<file path="config.mk">
export PLATFORM = sky130hd
export DESIGN_NAME = clk_div_ctrl
export DESIGN_NICKNAME = d
export VERILOG_FILES = /design/src/rtl/clk_div_pkg.sv /design/src/rtl/clk_div_core.sv /design/src/rtl/clk_div_ctrl.sv
export SDC_FILE = /design/constraint.sdc
export NUM_CORES = 1
export LEC_CHECK = 0
export ABC_AREA = 1
export CORE_ASPECT_RATIO = 1.75
export CORE_MARGIN = 2
export CORE_UTILIZATION = 50
export CTS_BUF_LIST = sky130_fd_sc_hd__clkbuf_16
export DETAILED_ROUTE_END_ITERATION = 12
export GPL_ROUTABILITY_DRIVEN = 0
export GPL_TIMING_DRIVEN = 1
export PLACE_DENSITY = 0.81
export SLEW_MARGIN = 25
export SYNTH_ARGS = -nofsm -noshare
export SYNTH_HDL_FRONTEND = slang
export SYNTH_SLANG_ARGS = --single-unit
</file>
<file path="constraint.sdc">
create_clock -name clock -period 3.6 [get_ports clock]
set_input_delay 0.72 -clock clock [delete_from_list [all_inputs] [get_ports clock]]
set_output_delay 0.72 -clock clock [all_outputs]
set_load 0.01 [all_outputs]
</file>
<file path="src/rtl/clk_div_pkg.sv">
`default_nettype none
// ============================================================================
// Module      : clk_div_pkg
// Description : Shared definitions for the programmable clock divider.
//               Holds the controller state encoding and the default divisor
//               width / reset half-period.
// Revision    : 1.0 - initial release
// ============================================================================
package clk_div_pkg;

    localparam int c_DIV_W      = 16;
    localparam int c_RESET_HALF = 60;   // 12 MHz -> 100 kHz

    localparam logic [1:0] c_ST_IDLE = 2'd0;
    localparam logic [1:0] c_ST_RUN  = 2'd1;
    localparam logic [1:0] c_ST_PEND = 2'd2;

    typedef enum logic [1:0] {
        IDLE = c_ST_IDLE,
        RUN  = c_ST_RUN,
        PEND = c_ST_PEND
    } state_t;

endpackage
`default_nettype wire

</file>
<file path="src/rtl/clk_div_core.sv">
`default_nettype none
// ============================================================================
// Module      : clk_div_core
// Description : Half-period counter, output clock toggle flop and tick pulse.
//               While i_run is low everything is held at zero.
// Ports       : clk, rst      - clock, asynchronous active-high reset
//               i_run         - count and toggle when high
//               i_half        - active half-period (>= 1)
//               o_clkOut      - divided clock (registered)
//               o_tick        - one-cycle pulse with each o_clkOut rise
//               o_boundary    - period boundary (last count of high phase)
// Revision    : 1.0 - initial release
// ============================================================================
module clk_div_core #(
    parameter int DIV_W = 16
) (
    input  logic             clk,
    input  logic             rst,
    input  logic             i_run,
    input  logic [DIV_W-1:0] i_half,
    output logic             o_clkOut,
    output logic             o_tick,
    output logic             o_boundary
);

    logic [DIV_W-1:0] r_cnt;
    logic             r_clkOut;
    logic             r_tick;
    logic             w_lastCnt;

    // ">=" rather than "==" so a counter can never run past a half that
    // was changed underneath it; half is always >= 1 so no underflow.
    assign w_lastCnt  = (r_cnt >= (i_half - DIV_W'(1)));
    assign o_boundary = i_run & w_lastCnt & r_clkOut;
    assign o_clkOut   = r_clkOut;
    assign o_tick     = r_tick;

    always_ff @(posedge clk or posedge rst) begin
        if (rst) begin
            r_cnt    <= '0;
            r_clkOut <= 1'b0;
            r_tick   <= 1'b0;
        end else if (!i_run) begin
            r_cnt    <= '0;
            r_clkOut <= 1'b0;
            r_tick   <= 1'b0;
        end else if (w_lastCnt) begin
            r_cnt    <= '0;
            r_clkOut <= ~r_clkOut;
            // tick accompanies the 0->1 transition only
            r_tick   <= ~r_clkOut;
        end else begin
            r_cnt    <= r_cnt + DIV_W'(1);
            r_tick   <= 1'b0;
        end
    end

endmodule
`default_nettype wire

</file>
<file path="src/rtl/clk_div_ctrl.sv">
`default_nettype none
// ============================================================================
// Module      : clk_div_ctrl
// Description : Programmable clock divider controller. Accepts a new
//               half-period through a valid/ready handshake and applies it
//               glitch-free at the next period boundary.
// Ports       : clock        - sole clock, rising edge
//               reset        - asynchronous active-high reset
//               io_en        - run request
//               io_divValid  - new half-period offered
//               io_divHalf   - requested half-period (0 is treated as 1)
//               io_divReady  - controller can accept a divisor
//               io_clkOut    - divided clock (registered)
//               io_tick      - pulse with each io_clkOut rise
//               io_curHalf   - active half-period   (CLK_DIV_CTRL_STATUS_EN)
//               io_pending   - divisor awaiting use (CLK_DIV_CTRL_STATUS_EN)
// Config      : define CLK_DIV_CTRL_STATUS_EN to add the status outputs.
// Revision    : 1.0 - initial release
// ============================================================================
module clk_div_ctrl
    import clk_div_pkg::*;
#(
    parameter int DIV_W      = c_DIV_W,
    parameter int RESET_HALF = c_RESET_HALF
) (
    input  logic             clock,
    input  logic             reset,
    input  logic             io_en,
    input  logic             io_divValid,
    input  logic [DIV_W-1:0] io_divHalf,
    output logic             io_divReady,
    output logic             io_clkOut,
    output logic             io_tick
`ifdef CLK_DIV_CTRL_STATUS_EN
    ,
    output logic [DIV_W-1:0] io_curHalf,
    output logic             io_pending
`endif
);

    localparam logic [DIV_W-1:0] c_RESET_HALF_W = DIV_W'(RESET_HALF);

    state_t           r_state;
    state_t           w_stateNext;
    logic [DIV_W-1:0] r_half;
    logic [DIV_W-1:0] r_pend;
    logic [DIV_W-1:0] w_halfNext;
    logic [DIV_W-1:0] w_pendNext;
    logic [DIV_W-1:0] w_divClamped;
    logic             w_xfer;
    logic             w_run;
    logic             w_boundary;

    assign w_divClamped = (io_divHalf == '0) ? DIV_W'(1) : io_divHalf;
    assign io_divReady  = (r_state != PEND);
    assign w_xfer       = io_divValid & io_divReady;
    assign w_run        = (r_state != IDLE);

    always_ff @(posedge clock or posedge reset) begin
        if (reset) begin
            r_state <= IDLE;
            r_half  <= c_RESET_HALF_W;
            r_pend  <= '0;
        end else begin
            r_state <= w_stateNext;
            r_half  <= w_halfNext;
            r_pend  <= w_pendNext;
        end
    end

    always_comb begin
        w_stateNext = r_state;
        w_halfNext  = r_half;
        w_pendNext  = r_pend;
        case (r_state)
            IDLE: begin
                // output is stopped, so a new divisor can take effect at once
                if (w_xfer) begin
                    w_halfNext = w_divClamped;
                end
                if (io_en) begin
                    w_stateNext = RUN;
                end
            end
            RUN: begin
                // A transfer wins over a stop request landing on the same
                // boundary: the divisor is parked and the stop is honoured
                // at the boundary where it gets applied.
                if (w_xfer) begin
                    w_pendNext  = w_divClamped;
                    w_stateNext = PEND;
                end else if (w_boundary && !io_en) begin
                    w_stateNext = IDLE;
                end
            end
            PEND: begin
                if (w_boundary) begin
                    w_halfNext  = r_pend;
                    w_stateNext = io_en ? RUN : IDLE;
                end
            end
            default: begin
                w_stateNext = IDLE;
            end
        endcase
    end

    clk_div_core #(
        .DIV_W (DIV_W)
    ) u_core (
        .clk        (clock),
        .rst        (reset),
        .i_run      (w_run),
        .i_half     (r_half),
        .o_clkOut   (io_clkOut),
        .o_tick     (io_tick),
        .o_boundary (w_boundary)
    );

`ifdef CLK_DIV_CTRL_STATUS_EN
    assign io_curHalf = r_half;
    assign io_pending = (r_state == PEND);
`endif

endmodule
`default_nettype wire

</file>
Word-level counts from Yosys, hierarchy flattened
Index checks and enable logic that the tools add are counted.
- flip-flop bits (word level): 52
- input port bits: 20
- output and inout port bits: 3
- add/sub/neg operators: 2
- order comparisons: 1
- eq/ne operators: 8
- mux-type cells: 16
- bitwise logic cells: 4
- reductions and logical operators: 9
- operator list (operator ; count):
    $mux W16 ; 5
    $pmux W16 S2 ; 1
    $add A16 B1 Y16 const B ; 1
    $ge A16 B16 Y1 ; 1
    $logic_not A16 Y1 ; 1
    $sub A16 B1 Y16 const B ; 1
    $ne A2 B2 Y1 const B ; 5
    $mux W2 ; 4
    $pmux W2 S3 ; 1
    $reduce_and A3 Y1 ; 2
    $mux W1 ; 5
    $reduce_bool A2 Y1 ; 2
    $and A1 B1 Y1 ; 3
    $ne A3 B3 Y1 const B ; 1
    $eq A2 B1 Y1 const B ; 1
    $eq A2 B2 Y1 const B ; 1
    $logic_not A2 Y1 ; 1
    $reduce_and A2 Y1 ; 1
    $logic_and A1 B1 Y1 ; 1
    $logic_not A1 Y1 ; 1
    $not A1 Y1 ; 1

Longest topological paths before layout
- depth after elaboration: 8
- gate-level depth with buffers: 19
- mapped depth without buffers: 18

By module
From an unflattened synthesis, not the netlist that was laid out.
- cell total of the unflattened synthesis: 420
- area total of the unflattened synthesis: 3325.7 um2
- modules (own cells, without submodules) (module ; times used ; cells an instance ; area an instance (um2) ; sequential area each (um2)):
    clk_div_core ; 1 ; 230 ; 1685.4 ; 450.4
    clk_div_ctrl ; 1 ; 190 ; 1640.3 ; 855.8

Worst setup path after synthesis
Ideal clock, no wire load.
- kind: register to register
- from: register r_half[0]
- to: register r_half[8]
- setup time: 0.117 ns
- arrival time: 2.585 ns
- required time: 3.483 ns
- setup slack: 0.898 ns
- stages on the path, launching flop included: 20
- cell sequence: dfrtp_1 -> inv_1 -> ha_1 -> nand4_1 -> inv_2 -> nand2_1 -> nor4_2 -> xor2_1 -> inv_1 -> ha_1 -> nand2_1 -> nor3_4 -> nand2_4 -> nand2_4 -> nand3_4 -> nand2_4 -> nand2_4 -> buf_6 -> nand2_1 -> nand2_1
- word-level cells in the longest chain between the ends: 6
- RTL lines (what ; RTL line ; text):
    from (decl) ; clk_div_ctrl.sv:45 ; logic [DIV_W-1:0] r_half;
    from (signal assigned) ; clk_div_ctrl.sv:62 ; r_half <= c_RESET_HALF_W;
    from (signal assigned) ; clk_div_ctrl.sv:66 ; r_half <= w_halfNext;
    $sub A16 B1 Y16 ; clk_div_core.sv:33 ; assign w_lastCnt = (r_cnt >= (i_half - DIV_W'(1)));
    $ge A16 B16 Y1 ; clk_div_core.sv:33 ;
    $and A1 B1 Y1 (2 in a row) ; clk_div_core.sv:34 ; assign o_boundary = i_run & w_lastCnt & r_clkOut;
    $ne A2 B2 Y1 (no line) ; -- ;
    $reduce_and A3 Y1 (no line) ; -- ;
Every way passes these cells.
A chain may end at the register's enable or synchronous reset.

Final worst setup path
- from: register r_half[0]
- to: register u_core.r_cnt[14]
- word-level cells in the longest chain between the ends: 4
- RTL lines (what ; RTL line ; text):
    $sub A16 B1 Y16 ; clk_div_core.sv:33 ;
    $ge A16 B16 Y1 ; clk_div_core.sv:33 ;
    $mux W16 ; clk_div_core.sv:47 ; end else if (w_lastCnt) begin
    $mux W16 ; clk_div_core.sv:43 ; end else if (!i_run) begin
    to (signal assigned) ; clk_div_core.sv:53 ; r_cnt <= r_cnt + DIV_W'(1);
    to (decl) ; clk_div_core.sv:26 ; logic [DIV_W-1:0] r_cnt;
Every way passes these cells.

==> metrics list <==
- The worst path needs 3.105 ns of the cycle, external delays included.
- For this run, asynchronously set or reset flops after synthesis account for 1.000.
* Maximum number of pins on one net before global-route repair: 53
* Static leakage: approximately 1.8 nW
- Required time at the endpoint of the critical path: 3.82 ns
- Static timing analysis puts the maximum clock frequency at 322.0 MHz.
* Number of antenna cells inserted: 0
- Clock Skew: roughly 0.0082 ns
- No sink is reached through more buffers than the 2 on the longest clock path.
- Top cell family by delay on the critical path: simple AND/OR/NAND/NOR gates
- Across all hold checks on the routed design, the worst slack comes to 0.4943 ns.
- The floorplan step defined a core boundary enclosing 6228 sq um.
- Setup violations remaining at the end of the flow were counted as 0.
- Clock latency of the later-clocked register in the worst-skew pair: 0.30 ns
- Total vias in the final route: 2550
* RSZ-0062 raised after global routing: false
- Antenna viol nets, final: 0
- Mean Syn Cell Area: 8.024 sq um
- Area growth syn-to-layout: 13.11%
* Post-Syn Area: 3226 sq um
- Status: finished clean
* Number of synthesis warnings: 0
* Clock root buffer master: sky130_fd_sc_hd__clkbuf_16
- Clock-pin slew on the worst setup and hold paths: approximately 0.070 ns
- Final net count: 461
* Detail-routed net length per standard cell: 11.83 um
- The worst path meets setup with approximately 0.49 ns of slack.
* Synth cell types: 35
- Slowest cell delay on critical path: 0.44 ns
- Deepest level of the CTS H-tree: 2
- First-pass iteration count of the detailed router: 4
- Adding up every negative setup slack in the final design gives 0 ns.
- TritonCTS created 5 clock buffers.
- After clock tree synthesis, the flow added hold-fix buffers numbering 0.
- Max transition margin: 0.5792
- Synthesis produced a netlist whose cell count is about 400.
- Standard cell area after detailed placement: between 3000 and 4000 sq um
- Number of endpoints with negative hold slack in the final report: 0
- Overall overflow remaining after global route: 0
* Max Cap Viol: 0
- The critical path goes through inv_1, ha_1, nand4_1, inv_2, nand2_1, nor4_2, xor2_1, inv_1, ha_1, nand2_1, o21ai_1, a21oi_2, nand3_2, o21bai_1, nor2_1.
* Critical Path AT: 3.33 ns
* Element type at the critical path end: flop
- Post-CTS timing repair inserted 0 buffers for setup.
- On the critical path, the stage with the largest delay is an instance of sky130_fd_sc_hd__dfrtp_1.
- The floorplan step set the die height to 110.3 um.
* TritonCTS clock tree: built
* Net Count, Synth: 440
- In this run the horizontal extent of the chip is 64.72 um.
- Antenna violations before repair: 0
- Slew at the pin closest to its max-slew limit: 0.6313 ns
* Total power per unit cell area: approximately 690 nW/um^2
- The finished cells cover 3649 sq um.
- PortBufs: 22
* Sequential fraction of the synthesis area: 0.4050
- Number of global-route vias before repair: 2573
- After clock tree synthesis, the repair step resized 0 gates.
- Number of clock sinks: 52
- The worst-case IR drop observed on VDD is 0.4591 mV.
- The filler cells instantiated in the layout total around 550.
- Initial standard-cell utilization of the core: 0.5179
* Final worst path period share: 0.8626
* Share of cells above drive strength 1: 0.1274
- Row generation in the floorplan step produced 38 rows.
* Most common flop cell mapped by yosys: sky130_fd_sc_hd__dfrtp_1
- Counting flops with a built-in enable in the synthesized netlist gives 0.
- Pin placement for this block handled 23 I/O pins.
- Number of remaining DRC errors: 0
* Classification of the worst setup path: reg -> reg
- Largest fanout of any net on the critical path: 17
* Final Max Slew Viols: 0
- Counting both buffers and inverters, the worst setup path holds a total of 3.
* Total half-perimeter wirelength after legalization and detailed placement: 4536 um
- STA classifies the critical path startpoint as a flop.
* Via-per-instance ratio: about 5.1
* Number of register bits inferred by synthesis: 52
- Worst Hold Class: reg -> reg
* Worst-case setup slack after placement: 0.5056 ns
- The final layout contains routed wiring with a total length of around 6000 um.
- DR iter-0 viols: 92
* Full die area: 7135 sq um
* Global-route wire length before repair: 10700 um
- In the global route stage, overall resource usage came out at 0.1931.
==> power by group <==
group,leakage [nW],total (mW),switching [mW],internal (mW)
Combinational,1.03,1.11,0.694,0.419
Clock,0.0760,0.482,0.221,0.261
Sequential,0.667,0.936,0.153,0.783
Total,1.78,2.53,1.07,1.46
==> final timing paths <==
check	from	to	slack, ns	cells after the start
setup / recovery	r_half[0]	u_core.r_cnt[14]	0.49	15
hold / removal	r_pend[3]	r_pend[3]	0.49	2
setup reg to reg	r_half[0]	u_core.r_cnt[14]	0.49	15
hold reg to reg	r_pend[3]	r_pend[3]	0.49	2
max in group asynchronous	reset	u_core.r_cnt[13]	2.31	2
min in group asynchronous	reset	r_pend[1]	0.86	2
==> per-layer routing <==
metal  routed length, um  vias to the layer above  track usage
li1                    -                     1318            -
met1                2306                     1181       0.1892
met2                3335                       37       0.3763
met3                 138                       14      0.03655
met4                 181                        0      0.09574
met5                   0                        -            0
==> stage by stage <==
stage	utilization	total power, mW	cells
global placement	0.5619	2.005	496
CTS	0.5858	2.558	504
detailed placement	0.5623	2.057	496
finish	0.5858	2.531	504
floorplan	-	1.838	402
global route	0.5858	2.776	504
==> Yosys cell counts, types with 4 or more instances <==
library cell,count,area share
sky130_fd_sc_hd__nand2_1,110,0.13
sky130_fd_sc_hd__o21ai_1,8,0.012
sky130_fd_sc_hd__nand2_4,5,0.017
sky130_fd_sc_hd__nand2_2,5,0.0097
sky130_fd_sc_hd__nand3_1,6,0.0093
sky130_fd_sc_hd__o21ai_0,28,0.043
sky130_fd_sc_hd__dfrtp_1,48,0.37
sky130_fd_sc_hd__xor2_1,9,0.024
sky130_fd_sc_hd__ha_1,18,0.070
sky130_fd_sc_hd__buf_2,4,0.0062
sky130_fd_sc_hd__nand4_1,6,0.012
sky130_fd_sc_hd__inv_2,6,0.0070
sky130_fd_sc_hd__nand3_2,6,0.019
sky130_fd_sc_hd__nor3_1,5,0.0078
sky130_fd_sc_hd__xnor2_1,11,0.030
sky130_fd_sc_hd__inv_1,50,0.058
sky130_fd_sc_hd__nor4_1,4,0.0078
sky130_fd_sc_hd__dfstp_2,4,0.033
sky130_fd_sc_hd__nor2_2,6,0.012
sky130_fd_sc_hd__a21oi_1,10,0.016
sky130_fd_sc_hd__nor2_1,30,0.035
==> cells by family (layout without fill, tap and decap cells) <==
family                     after synthesis  after routing  synth area share
and+or+nand+nor                        194            194            0.2991
buffers and inverters                   66             88           0.08340
AOI/OAI and AO/OA                       52             52           0.08844
DFF                                     52             52            0.4050
xor gates and xnor gates                20             20           0.05431
adders and majority gates               18             18           0.06982
==> area by class of cell <==
cell class,count,area (sq um),area share
Sequential cell,52,1306,0.3580
Tap cell,80,100.1,0.02743
Inverter,57,217.7,0.05967
Clock inverter,3,21.27,0.005830
Timing Repair Buffer,23,227.7,0.06241
Clock buffer,5,125.1,0.03429
Multi-Input combinational cell,284,1650,0.4523
==> layout by cell type (no fill, tap or decap), drive strengths merged <==
| cell | Yosys | final |
|---|---|---|
| xor2 | 9 | 9 |
| a32o | 1 | 1 |
| dfrtp | 48 | 48 |
| o21ai | 36 | 36 |
| nor2 | 39 | 39 |
| inv | 56 | 59 |
| clkdlybuf4s50 | 0 | 22 |
| dfstp | 4 | 4 |
| nor3b | 2 | 2 |
| o21a | 1 | 1 |
| a21oi | 12 | 12 |
| nor4 | 6 | 6 |
| nand4 | 7 | 7 |
| xnor2 | 11 | 11 |
| o21bai | 1 | 1 |
| nand2 | 120 | 120 |
| clkbuf | 3 | 5 |
| buf | 6 | 1 |
| clkinv | 1 | 1 |
| nor3 | 7 | 7 |
| ha | 18 | 18 |
| a211oi | 1 | 1 |
| nand3 | 13 | 13 |
==> worst min-delay path, cell delays in order (launching register included) <==
cell and delay, ns:
sky130_fd_sc_hd__dfrtp_1 0.34, sky130_fd_sc_hd__nand2_1 0.05, sky130_fd_sc_hd__o21ai_1 0.06
==> registers in the layout, indices dropped and copies added, names as in the netlist <==
signal	count
u_core.o_tick	1
r_pend	16
u_core.r_cnt	16
u_core.o_clkOut	1
r_half	16
r_state	2
Power figures use the tool's default switching activity.
